## src/rtl/pipe_div_pkg.sv

```systemverilog
// pipe_div_pkg: shared definitions for the multi-cycle EXE-stage divider.
//   DIV_WIDTH  : default operand/quotient/remainder width
//   DIV_CNT_W  : default iteration counter width (2**DIV_CNT_W > DIV_WIDTH)
//   DIV_ITER   : iterations per division (one quotient bit per step)
//   div_state_t: controller state encoding
package pipe_div_pkg;

  localparam int unsigned DIV_WIDTH = 32;
  localparam int unsigned DIV_CNT_W = 6;
  localparam int unsigned DIV_ITER  = DIV_WIDTH;

  typedef enum logic [1:0] {
    ST_IDLE = 2'd0,
    ST_BUSY = 2'd1,
    ST_DONE = 2'd2
  } div_state_t;

endpackage

```

## src/rtl/pipe_div_negcond.sv

```systemverilog
// pipe_div_negcond: combinational conditional two's-complement negate.
//   neg : 1 = output the negation of a, 0 = pass a through
//   a   : input value
//   y   : neg ? -a : a
module pipe_div_negcond #(
  parameter int unsigned WIDTH = 32
) (
  input  logic             neg,
  input  logic [WIDTH-1:0] a,
  output logic [WIDTH-1:0] y
);

  always_comb begin
    y = neg ? (~a + WIDTH'(1)) : a;
  end

endmodule

```

## src/rtl/pipe_div.sv

```systemverilog
// pipe_div: radix-2 restoring divider for DIV/DIVU beside the EXE stage.
// Divides operand magnitudes, then fixes signs (quotient negative when the
// operand signs differ, remainder takes the dividend's sign).
//   clk      : rising-edge clock
//   rst      : asynchronous active-low reset
//   start    : request pulse, sampled only when not busy (IDLE or DONE)
//   sign     : 1 = signed (DIV), 0 = unsigned (DIVU); sampled with start
//   dividend : rs operand; sampled with start
//   divisor  : rt operand; sampled with start
//   busy     : division in progress (pipeline stall)
//   done     : one-cycle pulse, q/r valid
//   q        : quotient (to LO), held until the next completion
//   r        : remainder (to HI), held until the next completion
//   counter  : iterations completed (debug/trace)
module pipe_div
  import pipe_div_pkg::*;
#(
  parameter int unsigned WIDTH = DIV_WIDTH,
  parameter int unsigned CNT_W = DIV_CNT_W
) (
  input  logic             clk,
  input  logic             rst,
  input  logic             start,
  input  logic             sign,
  input  logic [WIDTH-1:0] dividend,
  input  logic [WIDTH-1:0] divisor,
  output logic             busy,
  output logic             done,
  output logic [WIDTH-1:0] q,
  output logic [WIDTH-1:0] r,
  output logic [CNT_W-1:0] counter
);

  div_state_t       state;
  logic             sa;
  logic             sb;
  logic [WIDTH-1:0] rem;
  logic [WIDTH-1:0] quo;
  logic [WIDTH-1:0] dvs;

  logic [WIDTH-1:0] dd_mag;
  logic [WIDTH-1:0] dv_mag;
  logic [WIDTH-1:0] q_fix;
  logic [WIDTH-1:0] r_fix;

  logic [WIDTH:0]   shifted;
  logic [WIDTH:0]   trial;
  logic             fits;
  logic [WIDTH-1:0] step_rem;
  logic [WIDTH-1:0] step_quo;
  logic             last_step;

  // Operand magnitudes straight from the inputs so they can be latched on
  // the accepting edge.
  pipe_div_negcond #(.WIDTH(WIDTH)) u_neg_dividend (
    .neg (sign & dividend[WIDTH-1]),
    .a   (dividend),
    .y   (dd_mag)
  );

  pipe_div_negcond #(.WIDTH(WIDTH)) u_neg_divisor (
    .neg (sign & divisor[WIDTH-1]),
    .a   (divisor),
    .y   (dv_mag)
  );

  // One restoring step. The remainder is widened by one bit because a
  // shifted partial remainder can exceed WIDTH bits before the subtract.
  always_comb begin
    shifted  = {rem, quo[WIDTH-1]};
    trial    = shifted - {1'b0, dvs};
    fits     = ~trial[WIDTH];
    step_rem = fits ? trial[WIDTH-1:0] : shifted[WIDTH-1:0];
    step_quo = {quo[WIDTH-2:0], fits};
  end

  // Sign fix applied to the final step's result so q/r register on the
  // same edge that raises done.
  pipe_div_negcond #(.WIDTH(WIDTH)) u_neg_quo (
    .neg (sa ^ sb),
    .a   (step_quo),
    .y   (q_fix)
  );

  pipe_div_negcond #(.WIDTH(WIDTH)) u_neg_rem (
    .neg (sa),
    .a   (step_rem),
    .y   (r_fix)
  );

  assign last_step = (counter == CNT_W'(WIDTH - 1));

  always_ff @(posedge clk or negedge rst) begin
    if (!rst) begin
      state   <= ST_IDLE;
      busy    <= 1'b0;
      done    <= 1'b0;
      q       <= '0;
      r       <= '0;
      counter <= '0;
      sa      <= 1'b0;
      sb      <= 1'b0;
      rem     <= '0;
      quo     <= '0;
      dvs     <= '0;
    end else begin
      done <= 1'b0;
      case (state)
        ST_IDLE, ST_DONE: begin
          if (start) begin
            state   <= ST_BUSY;
            busy    <= 1'b1;
            counter <= '0;
            sa      <= sign & dividend[WIDTH-1];
            sb      <= sign & divisor[WIDTH-1];
            quo     <= dd_mag;
            dvs     <= dv_mag;
            rem     <= '0;
          end else begin
            state <= ST_IDLE;
          end
        end
        ST_BUSY: begin
          rem     <= step_rem;
          quo     <= step_quo;
          counter <= counter + CNT_W'(1);
          if (last_step) begin
            state <= ST_DONE;
            busy  <= 1'b0;
            done  <= 1'b1;
            q     <= q_fix;
            r     <= r_fix;
          end
        end
        default: begin
          state <= ST_IDLE;
          busy  <= 1'b0;
        end
      endcase
    end
  end

endmodule

```

## config.mk

```make
export PLATFORM = sky130hd
export DESIGN_NAME = pipe_div
export DESIGN_NICKNAME = d
export VERILOG_FILES = /design/src/rtl/pipe_div_pkg.sv /design/src/rtl/pipe_div_negcond.sv /design/src/rtl/pipe_div.sv
export SDC_FILE = /design/constraint.sdc
export NUM_CORES = 1
export LEC_CHECK = 0
export ABC_AREA = 0
export BUFFER_PORTS_ARGS = -buffer_cell sky130_fd_sc_hd__buf_2
export CORE_MARGIN = 10
export CORE_UTILIZATION = 39
export DETAILED_ROUTE_END_ITERATION = 10
export GPL_ROUTABILITY_DRIVEN = 0
export SYNTH_ARGS = -nofsm -noshare
export SYNTH_HDL_FRONTEND = slang
export SYNTH_SLANG_ARGS = --single-unit
```

## constraint.sdc

```tcl
create_clock -name clk -period 6.4 [get_ports clk]
set_input_delay 0.32 -clock clk [delete_from_list [all_inputs] [get_ports clk]]
set_output_delay 0.32 -clock clk [all_outputs]
set_load 0.02 [all_outputs]
```

* Yosys cells after proc, flatten, opt, wreduce, memory -nomap -nowiden *
Cells that the tools add are included.

cells by class
  add/sub/neg operators = 6
  equality and inequality tests = 5
  multiplexer cells = 19
  bitwise logic cells = 8
  reduce and logical (&&, ||, !) cells = 7

operator list
  operator                                        number
  two-way mux 32 bit                              7
  adder 32 x 1 -> 32 bit (second input constant)  4
  inverter 32 bit                                 4
  case mux 32 bit (2 select lines)                2
  subtractor 33 x 32 -> 33 bit                    1
  case mux 6 bit (2 select lines)                 1
  AND reduction 2 bit                             4
  adder 6 x 1 -> 6 bit (second input constant)    1
  == test 6 x 5 -> 1 bit (second input constant)  1
  two-way mux 6 bit                               1
  two-way mux 1 bit                               5
  inequality test 2 bit (second input constant)   2
  case mux 2 bit (2 select lines)                 1
  AND 1 bit                                       2
  == test 2 x 1 -> 1 bit (second input constant)  1
  == test 2 bit (second input constant)           1
  logical NOT 2 bit                               1
  two-way mux 2 bit                               1
  case mux 1 bit (2 select lines)                 1
  nonzero test 2 bit                              1
  OR reduction 2 bit                              1
  inverter 1 bit                                  1
  XOR 1 bit                                       1

word-level totals
  register bits after elaboration = 172
  input bits = 68
  output and inout bits = 72
  word-level logic and storage cells = 56

* Logic depth before layout (Yosys ltp) *
  word-level depth = 5
  depth in mapped cells = 26
  mapped depth without buffers = 21

* Cells and area by module *
Synthesis repeated with hierarchy kept, for this count alone.

unflattened totals
  cell total of the unflattened synthesis = 1,219
  area total of the unflattened synthesis = 11,855.1 um^2

by module, submodules not included
  module            instances  cells an instance  area each (um^2)  sequential area each (um^2)
  pipe_div          1          823                8,747.1           4,304.1
  pipe_div_negcond  4          99                 777.0             0.0

* Least setup slack after synthesis *
OpenSTA, ideal clock, no wires.

  path kind = register to register
  start = register quo[31]
  end = register r[24]
  library setup time = 82 ps
  arrival time = 4,672 ps
  data required time = 6,318 ps
  slack = 1,646 ps
  cell stages (with the launch flop) = 27
  buffers on the path = 5
  period minus slack after synthesis = 4,754 ps
  cell sequence = dfrtp_1 > inv_1 > ha_1 > fa_1 > nand2b_1 > a21oi_2 > o21ai_2 > a211oi_2 > o21a_1 > buf_6 > nor2_8 > inv_2 > buf_6 > buf_2 > buf_2 > buf_2 > nor2_1 > a21oi_1 > ha_1 > nand2_1 > nor3_1 > nand4_1 > o41ai_2 > and3_1 > nand2_1 > a21o_1 > a31oi_1

between the ends
  longest elaborated chain between the ends = 5

RTL lines
  what                          RTL line                RTL
  start: declaration            pipe_div.sv:38          logic [WIDTH-1:0] quo;
  start signal: assignment      pipe_div.sv:116         quo <= dd_mag;
  start signal: assignment      pipe_div.sv:125         quo <= step_quo;
  subtractor 33 x 32 -> 33 bit  pipe_div.sv:71          trial = shifted - {1'b0, dvs};
  two-way mux 32 bit (*)        pipe_div.sv:73          step_rem = fits ? trial[WIDTH-1:0] : shifted[WIDTH-1:0];
  inverter 32 bit               pipe_div_negcond.sv:14  y = neg ? (~a + WIDTH'(1)) : a;
  adder 32 x 1 -> 32 bit        pipe_div_negcond.sv:14
  two-way mux 32 bit (*)        pipe_div_negcond.sv:14
  end signal: assignment        pipe_div.sv:132         r <= r_fix;
  end: declaration              pipe_div.sv:30          output logic [WIDTH-1:0] r,

Every way passes the cells marked *; elsewhere a longest branch is shown, timed or not.
A chain may end at the register's enable or synchronous reset.

* Final worst setup path *
  start = register quo[31]
  end = register r[30]

Same word-level chain as after synthesis.

==> out/results.tsv <==
stage	metric	value	unit
clock_tree	clock_latency	0.45	ns
sta	fin_ws	1.19	ns
detailed_routing	wl	36.3	mm
clock_tree	cts_setup_buffers	0	
detailed_routing	drtIter0Drc	1002	
outcome	failed_checks	negative hold slack	
placement	hpwlAfterDp	28.1	mm
clock_tree	postCtsResizedCells	0	
clock_tree	postCtsHoldBufs	0	
floorplan	die_x	194	um
layout	nFillCells	2997	
placement	io_buffers	139	
placement	pre_cts_ws	1.20	ns
critical_path	worstSetupStartpointType	register	
pwr	p_int	4.25	mW
layout	final_cells	1914	
detailed_routing	post_drt_wl_per_cell	19.0	um
synthesis	netlist_area	11700	sq um
floorplan	fp.dieH	194	um
critical_path	crit_chain	inv_1, ha_1, fa_1, nand2b_1, a21oi_2, o21ai_2, a211oi_2, o21a_1, nor2_8, inv_2, nor2_1, a21oi_1, ha_1, nand2_1, nor3_1, nand4_1, o41ai_2, and3_1, a31oi_1, xnor2_1, o21ai_0	
sta	tns	0	ns
layout	seq_area	4300	sq um
pwr	seqPwrFrac	24.9	%
synthesis	yosys_warnings	0	
layout	drive_gt1_share	14.1	%
sta	hold_violations	2	
outcome	status	finished, violations left	
global_routing	grt_pass1_vias	10288	
pwr	p_sw	4.42	mW
placement	postPlaceCellArea	12700	sq um
pwr	switching_share	51.0	%
synthesis	synth_cell_types	76	
clock_tree	cts_max_level	4	
pwr	p_per_area	648	nW/um^2
hold_path	hp-class	in2async	
layout	fin_nets	1616	
critical_path	cp-end-kind	register	
critical_path	cpMaxStageDelayCell	o41ai_2	
critical_path	criticalPathCategory	reg2reg	
clock_tree	cts_max_path_buffers	2	
synthesis	avgSynthCellArea	8.32	sq um
detailed_routing	viasPerCell	5.59	
critical_path	reg2reg_setup_slack	1.19	ns
layout	area_growth	13.9	%
sta	slew-limit-headroom	35.9	%
sta	period_minus_slack	5.21	ns
global_routing	grt_start_max_net_pins	104	
synthesis	synth-edff-count	0	
layout	final_area	13400	sq um
synthesis	synth_nets	1518	
sta	finalCritPeriodShare	81.4	%
synthesis	synth_seq_cells	172	
synthesis	syn_inst	1412	
sta	worst_hold_slack	-0.0160	ns
critical_path	slowest_delay	0.59	ns
clock_tree	cts_buffers	17	
detailed_routing	drc	0	
pwr	p_leak	5.81	nW
placement	post-place-cells	1881	
pwr	peakVddDrop	0.296	mV
floorplan	io_pins	140	
clock_tree	cts_tree	yes	
detailed_routing	first_pass_iters	5	
floorplan	core_area	29600	sq um
global_routing	antenna_found_initial	4	
global_routing	grt_pass1_wl	58.6	mm
flow_run	cap_violations	0	
critical_path	critPathMaxFanout	29	
critical_path	cp.required	6.70	ns
critical_path	cp_common_cell	ha_1	
pwr	clock_power_share	13.7	%
sta	fin_skew	0.0157	ns
sta	tightest_slew	0.962	ns
global_routing	gr-total-overflow	0	
detailed_routing	ant_nets	0	
floorplan	row_count	63	
pwr	p_comb_share	61.5	%
sta	max_freq	192	MHz
synthesis	async_flop_share	100	%
global_routing	grt_usage	19.1	%
floorplan	start_util	39.6	%
sta	slew_viol_final	0	
clock_tree	clock-sinks	172	
layout	multi_input_area	6940	sq um
clock_tree	clk_pin_slew	0.08	ns
sta	rsz0062_at_grt	false	
clock_tree	cts-root-buf	clkbuf_16	
synthesis	ys_seq_area_share	36.7	%
sta	setup-violations-final	0	
floorplan	die-area	37500	sq um
synthesis	synth_flop_cell	dfrtp_1	
critical_path	cp.arrival	5.51	ns
detailed_routing	vias	10693	
worst paths after layout:
kind | cells after the start | from | end
worst max register to register | 21 | quo[31]$_DFFE_PN0P_ | r[30]$_DFFE_PN0P_
max in group asynchronous | 2 | rst | q[23]$_DFFE_PN0P_
worst max-delay path | 21 | quo[31]$_DFFE_PN0P_ | r[30]$_DFFE_PN0P_
worst min register to register | 2 | busy$_DFFE_PN0P_ | busy$_DFFE_PN0P_
min in group clk | 3 | divisor[1] | dvs[1]$_DFFE_PN0P_
worst min-delay path | 1 | rst | dvs[12]$_DFFE_PN0P_
cells in the mapped netlist (all sizes together), types with 21 or more instances:
master / n / area [sq um]
o21ai: 216 / 1090
nand2: 213 / 800
dfrtp: 172 / 4300
nor2: 90 / 354
a21oi: 76 / 410
xor2: 73 / 639
xnor2: 66 / 578
clkbuf: 58 / 219
inv: 56 / 210
ha: 37 / 463
nor3: 36 / 190
a22oi: 31 / 233
mux2i: 29 / 290
o31ai: 21 / 158
metal layers:
| metal | track usage (%) | share of wire [%] | vias up |
|---|---|---|---|
| met3 | 4.81 | 7.8 | 40 |
| met1 | 27.9 | 49 | 5086 |
| met5 | 0 | 0.019 | - |
| li1 | - | - | 5224 |
| met2 | 27.3 | 42 | 341 |
| met4 | 4.46 | 1.2 | 2 |
cell type report:
class                      instances  share of cell area (%)
antenna                            1                  0.0187
clock buffer                      17                    3.18
clock inverter                    15                    1.73
inverter                          57                    1.60
multi-input combinational       1113                    51.8
sequential                       172                    32.2
tap                              390                    3.65
timing repair buffer             149                    5.81
power by group through the flow:
stage | Sequential (mW) | Combinational (mW) | Clock (mW)
after floorplan | 2.24 | 3.63 | 0
after global placement | 2.14 | 5.22 | 0
after detailed placement | 2.16 | 5.28 | 0
after CTS | 2.14 | 5.29 | 1.20
after global routing | 2.22 | 5.91 | 1.25
final | 2.16 | 5.33 | 1.18
metrics by stage:
stage               util (%)  power, mW
global placement        42.9       7.36
floorplan                  -       5.87
global route            45.1       9.38
detailed placement      42.9       7.44
finish                  45.1       8.67
CTS                     45.1       8.64
logic make-up (layout without fill, tap and decap cells):
| family | Yosys count | in the layout | share of synthesized area (%) |
|---|---|---|---|
| AND/OR/NAND/NOR | 459 | 459 | 18.0 |
| AO/OA/AOI/OAI | 444 | 444 | 23.5 |
| flip-flops | 172 | 172 | 36.7 |
| XOR/XNOR | 139 | 139 | 10.4 |
| buffers and inverters | 127 | 238 | 4.43 |
| adder cells (fa/ha/maj) | 38 | 38 | 4.11 |
| multiplexers | 33 | 33 | 2.86 |
| other | 0 | 1 | 0 |
sequential cells by signal (all words and copies together), names as in the netlist:
signal	count
sa	1
dvs	32
done	1
quo	32
r	32
q	32
counter	6
state	2
sb	1
rem	32
busy	1
cell usage in the layout (no fill, tap or decap), types with 12 or more instances in the layout:
master and n:
nor2_1 88, inv_1 55, nor3_1 34, dfrtp_1 172
ha_1 37, xor2_1 73, xnor2_1 66, nand2b_1 14
nand2_1 213, a21oi_1 72, or4_1 12, o31ai_1 21
buf_2 138, o21ai_0 202, or3_1 16, a22oi_1 31
o41ai_1 14, nand3_1 18, mux2i_1 29, clkbuf_16 17
worst max-delay path: cells and delay by family (launching register included):
| kind | cells | cell delay [ns] |
|---|---|---|
| simple gates | 7 | 1.09 |
| xor+xnor | 1 | 0.16 |
| flops | 1 | 0.40 |
| compound gates | 8 | 2.04 |
| buf+inv | 2 | 0.51 |
| fa+ha+maj | 3 | 0.88 |
Power figures use the tool's default switching activity.
